`config.mk`:
```
export PLATFORM = sky130hd
export DESIGN_NAME = wb_sram_bridge
export DESIGN_NICKNAME = d
export VERILOG_FILES = /design/src/rtl/wb_sram_bridge.sv
export SDC_FILE = /design/constraint.sdc
export NUM_CORES = 1
export LEC_CHECK = 0
export CAP_MARGIN = 20
export CORE_ASPECT_RATIO = 0.5
export CORE_MARGIN = 10
export CORE_UTILIZATION = 41
export CTS_CLUSTER_SIZE = 8
export DETAILED_ROUTE_END_ITERATION = 6
export GPL_TIMING_DRIVEN = 0
export PLACE_DENSITY = 0.82
export SYNTH_ARGS = -nofsm -noshare
export SYNTH_HDL_FRONTEND = slang
export SYNTH_SLANG_ARGS = --single-unit
```
`constraint.sdc`:
```
create_clock -name clk_i -period 4 [get_ports clk_i]
set_input_delay 0.4 -clock clk_i [delete_from_list [all_inputs] [get_ports clk_i]]
set_output_delay 0.4 -clock clk_i [all_outputs]
set_load 0.02 [all_outputs]
```
`src/rtl/wb_sram_bridge.sv`:
```
// wb_sram_bridge: Wishbone classic slave to registered single-port SRAM command bridge.
module wb_sram_bridge #(
    parameter int MEM_AW   = 7,
    parameter int READ_LAT = 1
) (
    input  logic              clk_i,
    input  logic              rst_n,
    input  logic [31:0]       s_wb_dat_i,
    input  logic [8:0]        s_wb_adr_i,
    input  logic [3:0]        s_wb_sel_i,
    input  logic              s_wb_we_i,
    input  logic              s_wb_cyc_i,
    input  logic              s_wb_stb_i,
    output logic [31:0]       s_wb_dat_o,
    output logic              s_wb_ack_o,
    output logic              mem_csb_o,
    output logic              mem_web_o,
    output logic [3:0]        mem_wmask_o,
    output logic [MEM_AW-1:0] mem_addr_o,
    output logic [31:0]       mem_din_o,
    input  logic [31:0]       mem_dout_i
);
    typedef enum logic [2:0] {IDLE, CMD, RWAIT, ACK, GAP} state_t;
    state_t            state_q, state_d;
    logic [1:0]        cnt_q, cnt_d;
    logic              ack_q, ack_d, csb_q, csb_d, web_q, web_d;
    logic [31:0]       dat_q, dat_d, din_q, din_d;
    logic [3:0]        wmask_q, wmask_d;
    logic [MEM_AW-1:0] addr_q, addr_d;
    logic              unused_adr;
    assign unused_adr = ^s_wb_adr_i[1:0];
    always_ff @(posedge clk_i) begin
        if (!rst_n) begin
            state_q <= IDLE;
            cnt_q   <= '0;
            ack_q   <= 1'b0;
            csb_q   <= 1'b1;
            web_q   <= 1'b1;
            dat_q   <= '0;
            din_q   <= '0;
            wmask_q <= '0;
            addr_q  <= '0;
        end else begin
            state_q <= state_d;
            cnt_q   <= cnt_d;
            ack_q   <= ack_d;
            csb_q   <= csb_d;
            web_q   <= web_d;
            dat_q   <= dat_d;
            din_q   <= din_d;
            wmask_q <= wmask_d;
            addr_q  <= addr_d;
        end
    end
    always_comb begin
        state_d = state_q;
        cnt_d   = cnt_q;
        ack_d   = 1'b0;
        csb_d   = csb_q;
        web_d   = web_q;
        dat_d   = dat_q;
        din_d   = din_q;
        wmask_d = wmask_q;
        addr_d  = addr_q;
        case (state_q)
            IDLE: if (s_wb_cyc_i && s_wb_stb_i) begin
                state_d = CMD;
                csb_d   = 1'b0;
                web_d   = ~s_wb_we_i;
                addr_d  = s_wb_adr_i[MEM_AW+1:2];
                wmask_d = s_wb_we_i ? s_wb_sel_i : 4'h0;
                din_d   = s_wb_we_i ? s_wb_dat_i : din_q;
            end
            // The SRAM latches the command at the end of CMD, so a write dropped here still lands.
            CMD: begin
                csb_d   = 1'b1;
                web_d   = 1'b1;
                state_d = !s_wb_cyc_i ? IDLE : (!web_q ? ACK : RWAIT);
                ack_d   = s_wb_cyc_i && !web_q;
                cnt_d   = READ_LAT[1:0];
            end
            RWAIT: if (!s_wb_cyc_i) begin
                state_d = IDLE;
            end else if (cnt_q == 2'd1) begin
                dat_d   = mem_dout_i;
                state_d = ACK;
                ack_d   = 1'b1;
            end else begin
                cnt_d = cnt_q - 2'd1;
            end
            ACK:     state_d = GAP;
            GAP:     state_d = IDLE;
            default: state_d = IDLE;
        endcase
    end
    assign s_wb_ack_o  = ack_q;
    assign s_wb_dat_o  = dat_q;
    assign mem_csb_o   = csb_q;
    assign mem_web_o   = web_q;
    assign mem_wmask_o = wmask_q;
    assign mem_addr_o  = addr_q;
    assign mem_din_o   = din_q;
endmodule

```
## Word level (Yosys, flattened, before mapping)

Index checks and enable logic that the tools add are counted.

| storage, ports and cells | value |
|---|---|
| bits in registers | 83 |
| output and inout port bits | 78 |
| word-level logic and storage cells | 48 |
| memories | 0 |
| memory bits (writable) | 0 |
| memory bits (read-only) | 0 |
| input port bits | 82 |
| latch bits | 0 |

| operators by class | value |
|---|---|
| reduce and logical (&&, ||, !) cells | 12 |
| muxes and demuxes | 17 |
| div/mod/pow operators | 0 |
| equality and inequality tests | 8 |
| magnitude comparators | 0 |
| bitwise operators | 1 |
| shift operators | 0 |
| add/subtract/negate cells | 1 |
| multiply operators | 0 |

Operator list:

| cell | count |
|---|---|
| 3-bit case mux with 4 select lines | 1 |
| 3-bit two-way mux | 3 |
| 3-bit AND reduction | 3 |
| 3-bit by 2-bit == test with 1-bit output (second input constant) | 2 |
| 2-bit two-way mux | 3 |
| 2-bit inequality test (second input constant) | 3 |
| 1-bit case mux with 2 select lines | 3 |
| 2-bit AND reduction | 3 |
| 1-bit two-way mux | 5 |
| 4-bit two-way mux | 1 |
| 2-bit case mux with 2 select lines | 1 |
| 2-bit nonzero test | 2 |
| 3-bit by 1-bit == test with 1-bit output (second input constant) | 1 |
| 3-bit logical NOT | 1 |
| 3-bit inequality test (second input constant) | 1 |
| 2-bit by 1-bit == test with 1-bit output (second input constant) | 1 |
| 1-bit logical AND | 2 |
| 2-bit by 1-bit subtractor with 2-bit output (second input constant) | 1 |
| 1-bit logical NOT | 1 |
| 1-bit inverter | 1 |

## Depth between registers and ports, before layout

| depth | value |
|---|---|
| depth in word-level cells | 4 |
| gate-level depth with buffers | 6 |
| depth with buffers taken out | 5 |

## Worst setup path before layout

No wires, ideal clock.

| timing path | value |
|---|---|
| path type | input port to flip-flop |
| start | in s_wb_cyc_i |
| end | reg din_q[0], in the netlist mem_din_o[0] |
| cell stages on the path | 4 |
| required time | 3,928 ps |
| buffers on the path | 1 |
| arrival time | 1,309 ps |
| setup time | 72 ps |
| slack | 2,620 ps |
| cell sequence | nand2b_1 -> nor4_4 -> buf_6 -> mux2i_1 |

| between the ends | value |
|---|---|
| longest elaborated chain between the ends | 2 |

RTL lines:

| element | RTL line | text |
|---|---|---|
| from (decl) | 12 | `input logic s_wb_cyc_i,` |
| 1-bit logical AND | 66 | `IDLE: if (s_wb_cyc_i && s_wb_stb_i) begin` |
| 3-bit AND reduction (no line) | -- |  |
| to (signal assigned) | 50 | `din_q <= din_d;` |
| to (decl) | 27 | `logic [31:0] dat_q, dat_d, din_q, din_d;` |

Every way passes these cells.
A chain may end at the register's enable or synchronous reset.

==> out/qor.txt <==
====================================================================================
Gate Count Post-Synth .................................................          369
IO Count ..............................................................          160
F_max .................................................................      536 MHz
Antenna violations before repair ......................................            0
Max FO, Critical Path .................................................           10
Area growth from synthesis to final layout ............................        60.9%
Post-cts resize count .................................................            0
Worst vdd ir ..........................................................     0.281 mV
DRC violations left ...................................................            0
Die Width .............................................................  148 microns
Overall overflow remaining after global route .........................            0
DR iter-0 viols .......................................................           97
Rows ..................................................................           23
Class of the worst hold path .......................................... flip-flop to flip-flop
Final hold violations .................................................            0
Unrepaired setup endpoints after global routing .......................           no
Inserted Diodes .......................................................            0
Class of the most critical setup path ................................. primary input to flip-flop
Setup violation total in the final timing report ......................            0
Number of buffers inserted during clock tree synthesis ................            9
Number of buffers inserted to repair setup after CTS ..................            0
Number of synthesized flops with an enable pin ........................            0
Sinks on the clock net ................................................           83
Die Y-Extent .......................................................... 84.2 microns
Count of nets left with antenna violations after detail routing .......            0
Sequential Power Share ................................................        0.418
Number of iterations in the first detailed-routing pass ...............            4
Post-synthesis net count ..............................................          452
Cell Area, Synth ......................................................   3380 sq um
Slack of the worst reg-to-reg path ....................................      2430 ps
Hold bufs inserted after CTS ..........................................            0
Ratio of total power to cell area .....................................  380 nW/um^2
Placed Instances ......................................................          638
Total of warnings raised by yosys .....................................            0
Fraction of final layout cells sized beyond drive strength 1 ..........       0.0498
Internal portion of total power .......................................      1.61 mW
Final Slew Violations .................................................            0
Placeable Area ........................................................   8000 sq um
Max Cap Violations ....................................................            0
Proportion of synthesized chip area in sequential cells ...............        0.492
Total wire length after detailed routing .............................. 10400 microns
Proportion of synthesized flip-flops having asynchronous set or reset .            0
Period utilization ....................................................        0.466
Arrival time at the worst endpoint ....................................      2130 ps
Port bufs .............................................................          157
Clock Tree Root ....................................................... sky130_fd_sc_hd__clkbuf_16
Proportion of total power due to net switching ........................        0.221
Dominant synthesized flop cell ........................................ sky130_fd_sc_hd__dfxtp_1
CTS clk-pin slew, worst paths .........................................        60 ps
Post-route clock skew .................................................      4.06 ps
Count of unique library cells instantiated by Yosys ...................           28
Starting Density ......................................................        0.422
Transition time at the pin with the least slew margin .................       588 ps
Startpoint type of the worst setup path ............................... primary input
Gpl congestion ........................................................        0.820
Count of placed standard cells in the final layout, fillers left out ..          654
Pin count of the biggest net entering global routing ..................           14
Clock group share of total power ......................................        0.457
Routed WL per cell .................................................... 16.0 microns
Fin nets ..............................................................          620
Switching component of the power ......................................     0.457 mW
Final Hold Slack ......................................................       458 ps
Register bit total from synthesis .....................................           83
Maximum level of the CTS H-tree .......................................            3
Worst-case headroom to the max-slew limit .............................        0.605
CTS tree ..............................................................        built
DP Wirelength ......................................................... 8020 microns
Worst-skew pair later-pin latency .....................................       340 ps
Syn avg cell area .....................................................   9.16 sq um
Total via count after detailed routing ................................         3041
Max clock buf depth ...................................................            2
Worst setup EP type ...................................................    flip-flop
Global-route wire length before repair ................................ 16700 microns
Outcome ............................................................... finished clean
Relative contribution of combinational cells to total power ...........        0.126
Number of global-route vias before repair .............................         3096
Sum of negative setup slack ...........................................         0 ps
GRT Resource Usage Total ..............................................        0.165
WP data required ......................................................      4260 ps
Total power draw ......................................................      2.07 mW
Leading cell type in the layout, fill and taps excluded ............... sky130_fd_sc_hd__clkdlybuf4s50_1
Fin crit period .......................................................      1870 ps
Vias per cell .........................................................         4.65
Static leakage power ..................................................      2.04 nW
DIE AREA ..............................................................  12500 sq um
Commonest non-fill, non-tap cells in the layout ....................... 157 x sky130_fd_sc_hd__clkdlybuf4s50_1, 149 x sky130_fd_sc_hd__nand2_1, 83 x sky130_fd_sc_hd__dfxtp_1
====================================================================================
[critical path: stages]
cell and delay (ps):
sky130_fd_sc_hd__clkdlybuf4s50_1 550, sky130_fd_sc_hd__clkbuf_1 430, sky130_fd_sc_hd__clkbuf_1 410, sky130_fd_sc_hd__nand2_1 150, sky130_fd_sc_hd__mux2i_1 170
[kinds of logic after synthesis]
| family | Yosys count | synth area share |
|---|---|---|
| buffers and inverters | 29 | 0.0485 |
| and+or+nand+nor | 170 | 0.209 |
| muxes | 76 | 0.225 |
| AOI/OAI and AO/OA | 10 | 0.0222 |
| DFF | 83 | 0.492 |
| adders and majority gates | 1 | 0.00370 |
[through the flow]
step           setup slack [ps]   util  instance area (sq um)
2_1_floorplan              2620      -                   3380
6_report                   2130  0.680                   5440
3_5_place_dp               1790  0.636                   5090
4_1_cts                    2120  0.680                   5440
5_1_grt                    1980  0.680                   5440
3_3_place_gp               1840  0.636                   5090
[layer usage]
layer	track usage	vias up	part of all wire
met5	0	-	0
met4	0.0510	0	0.020
met3	0.0589	16	0.055
met2	0.303	66	0.53
met1	0.173	1413	0.40
li1	-	1546	-
[power by group through the flow]
stage	registers, mW	clock network [mW]	logic (mW)
after global placement	0.879	0	0.258
after detailed placement	0.880	0	0.260
after CTS	0.862	0.962	0.263
after floorplan	0.904	0	0.0920
final	0.862	0.943	0.260
after global routing	0.865	0.997	0.282
[synthesized netlist by cell type (2+ instances only)]
master / number / share of area
sky130_fd_sc_hd__dfxtp_1: 83 / 0.49
sky130_fd_sc_hd__nand3_1: 6 / 0.0089
sky130_fd_sc_hd__buf_6: 7 / 0.023
sky130_fd_sc_hd__and2_1: 2 / 0.0037
sky130_fd_sc_hd__nand2_1: 149 / 0.17
sky130_fd_sc_hd__inv_1: 3 / 0.0033
sky130_fd_sc_hd__a21oi_1: 2 / 0.0030
sky130_fd_sc_hd__clkbuf_1: 16 / 0.018
sky130_fd_sc_hd__nor2_1: 4 / 0.0044
sky130_fd_sc_hd__buf_2: 2 / 0.0030
sky130_fd_sc_hd__mux2i_1: 76 / 0.23
sky130_fd_sc_hd__a21o_1: 2 / 0.0044
sky130_fd_sc_hd__nand2b_1: 2 / 0.0037
[path summary, 6_finish.rpt]
| check | start | to | cells after the start |
|---|---|---|---|
| setup / recovery | rst_n | mem_din_o[7]$_SDFFE_PN0P_ | 5 |
| hold / removal | s_wb_dat_o[9]$_SDFFE_PN0P_ | s_wb_dat_o[9]$_SDFFE_PN0P_ | 2 |
| setup reg to reg | state_q[0]$_SDFFE_PN0P_ | mem_din_o[7]$_SDFFE_PN0P_ | 4 |
| hold reg to reg | s_wb_dat_o[9]$_SDFFE_PN0P_ | s_wb_dat_o[9]$_SDFFE_PN0P_ | 2 |
[registers in the layout, indices dropped and copies added, names as in the netlist]
signal / count
s_wb_dat_o: 32
mem_csb_o: 1
mem_wmask_o: 4
mem_web_o: 1
mem_din_o: 32
s_wb_ack_o: 1
mem_addr_o: 7
state_q: 3
cnt_q: 2
[cell type report]
class                           count  area [sq um]
Buffer                             26           153
Clock buffer                       13           280
Clock inverter                      3          67.6
Fill cell                         673          2560
Inverter                            3          11.3
Multi-Input combinational cell    257          1550
Sequential cell                    83          1660
Tap cell                          112           140
Timing Repair Buffer              157          1570
(Power assumes the default switching activity.)
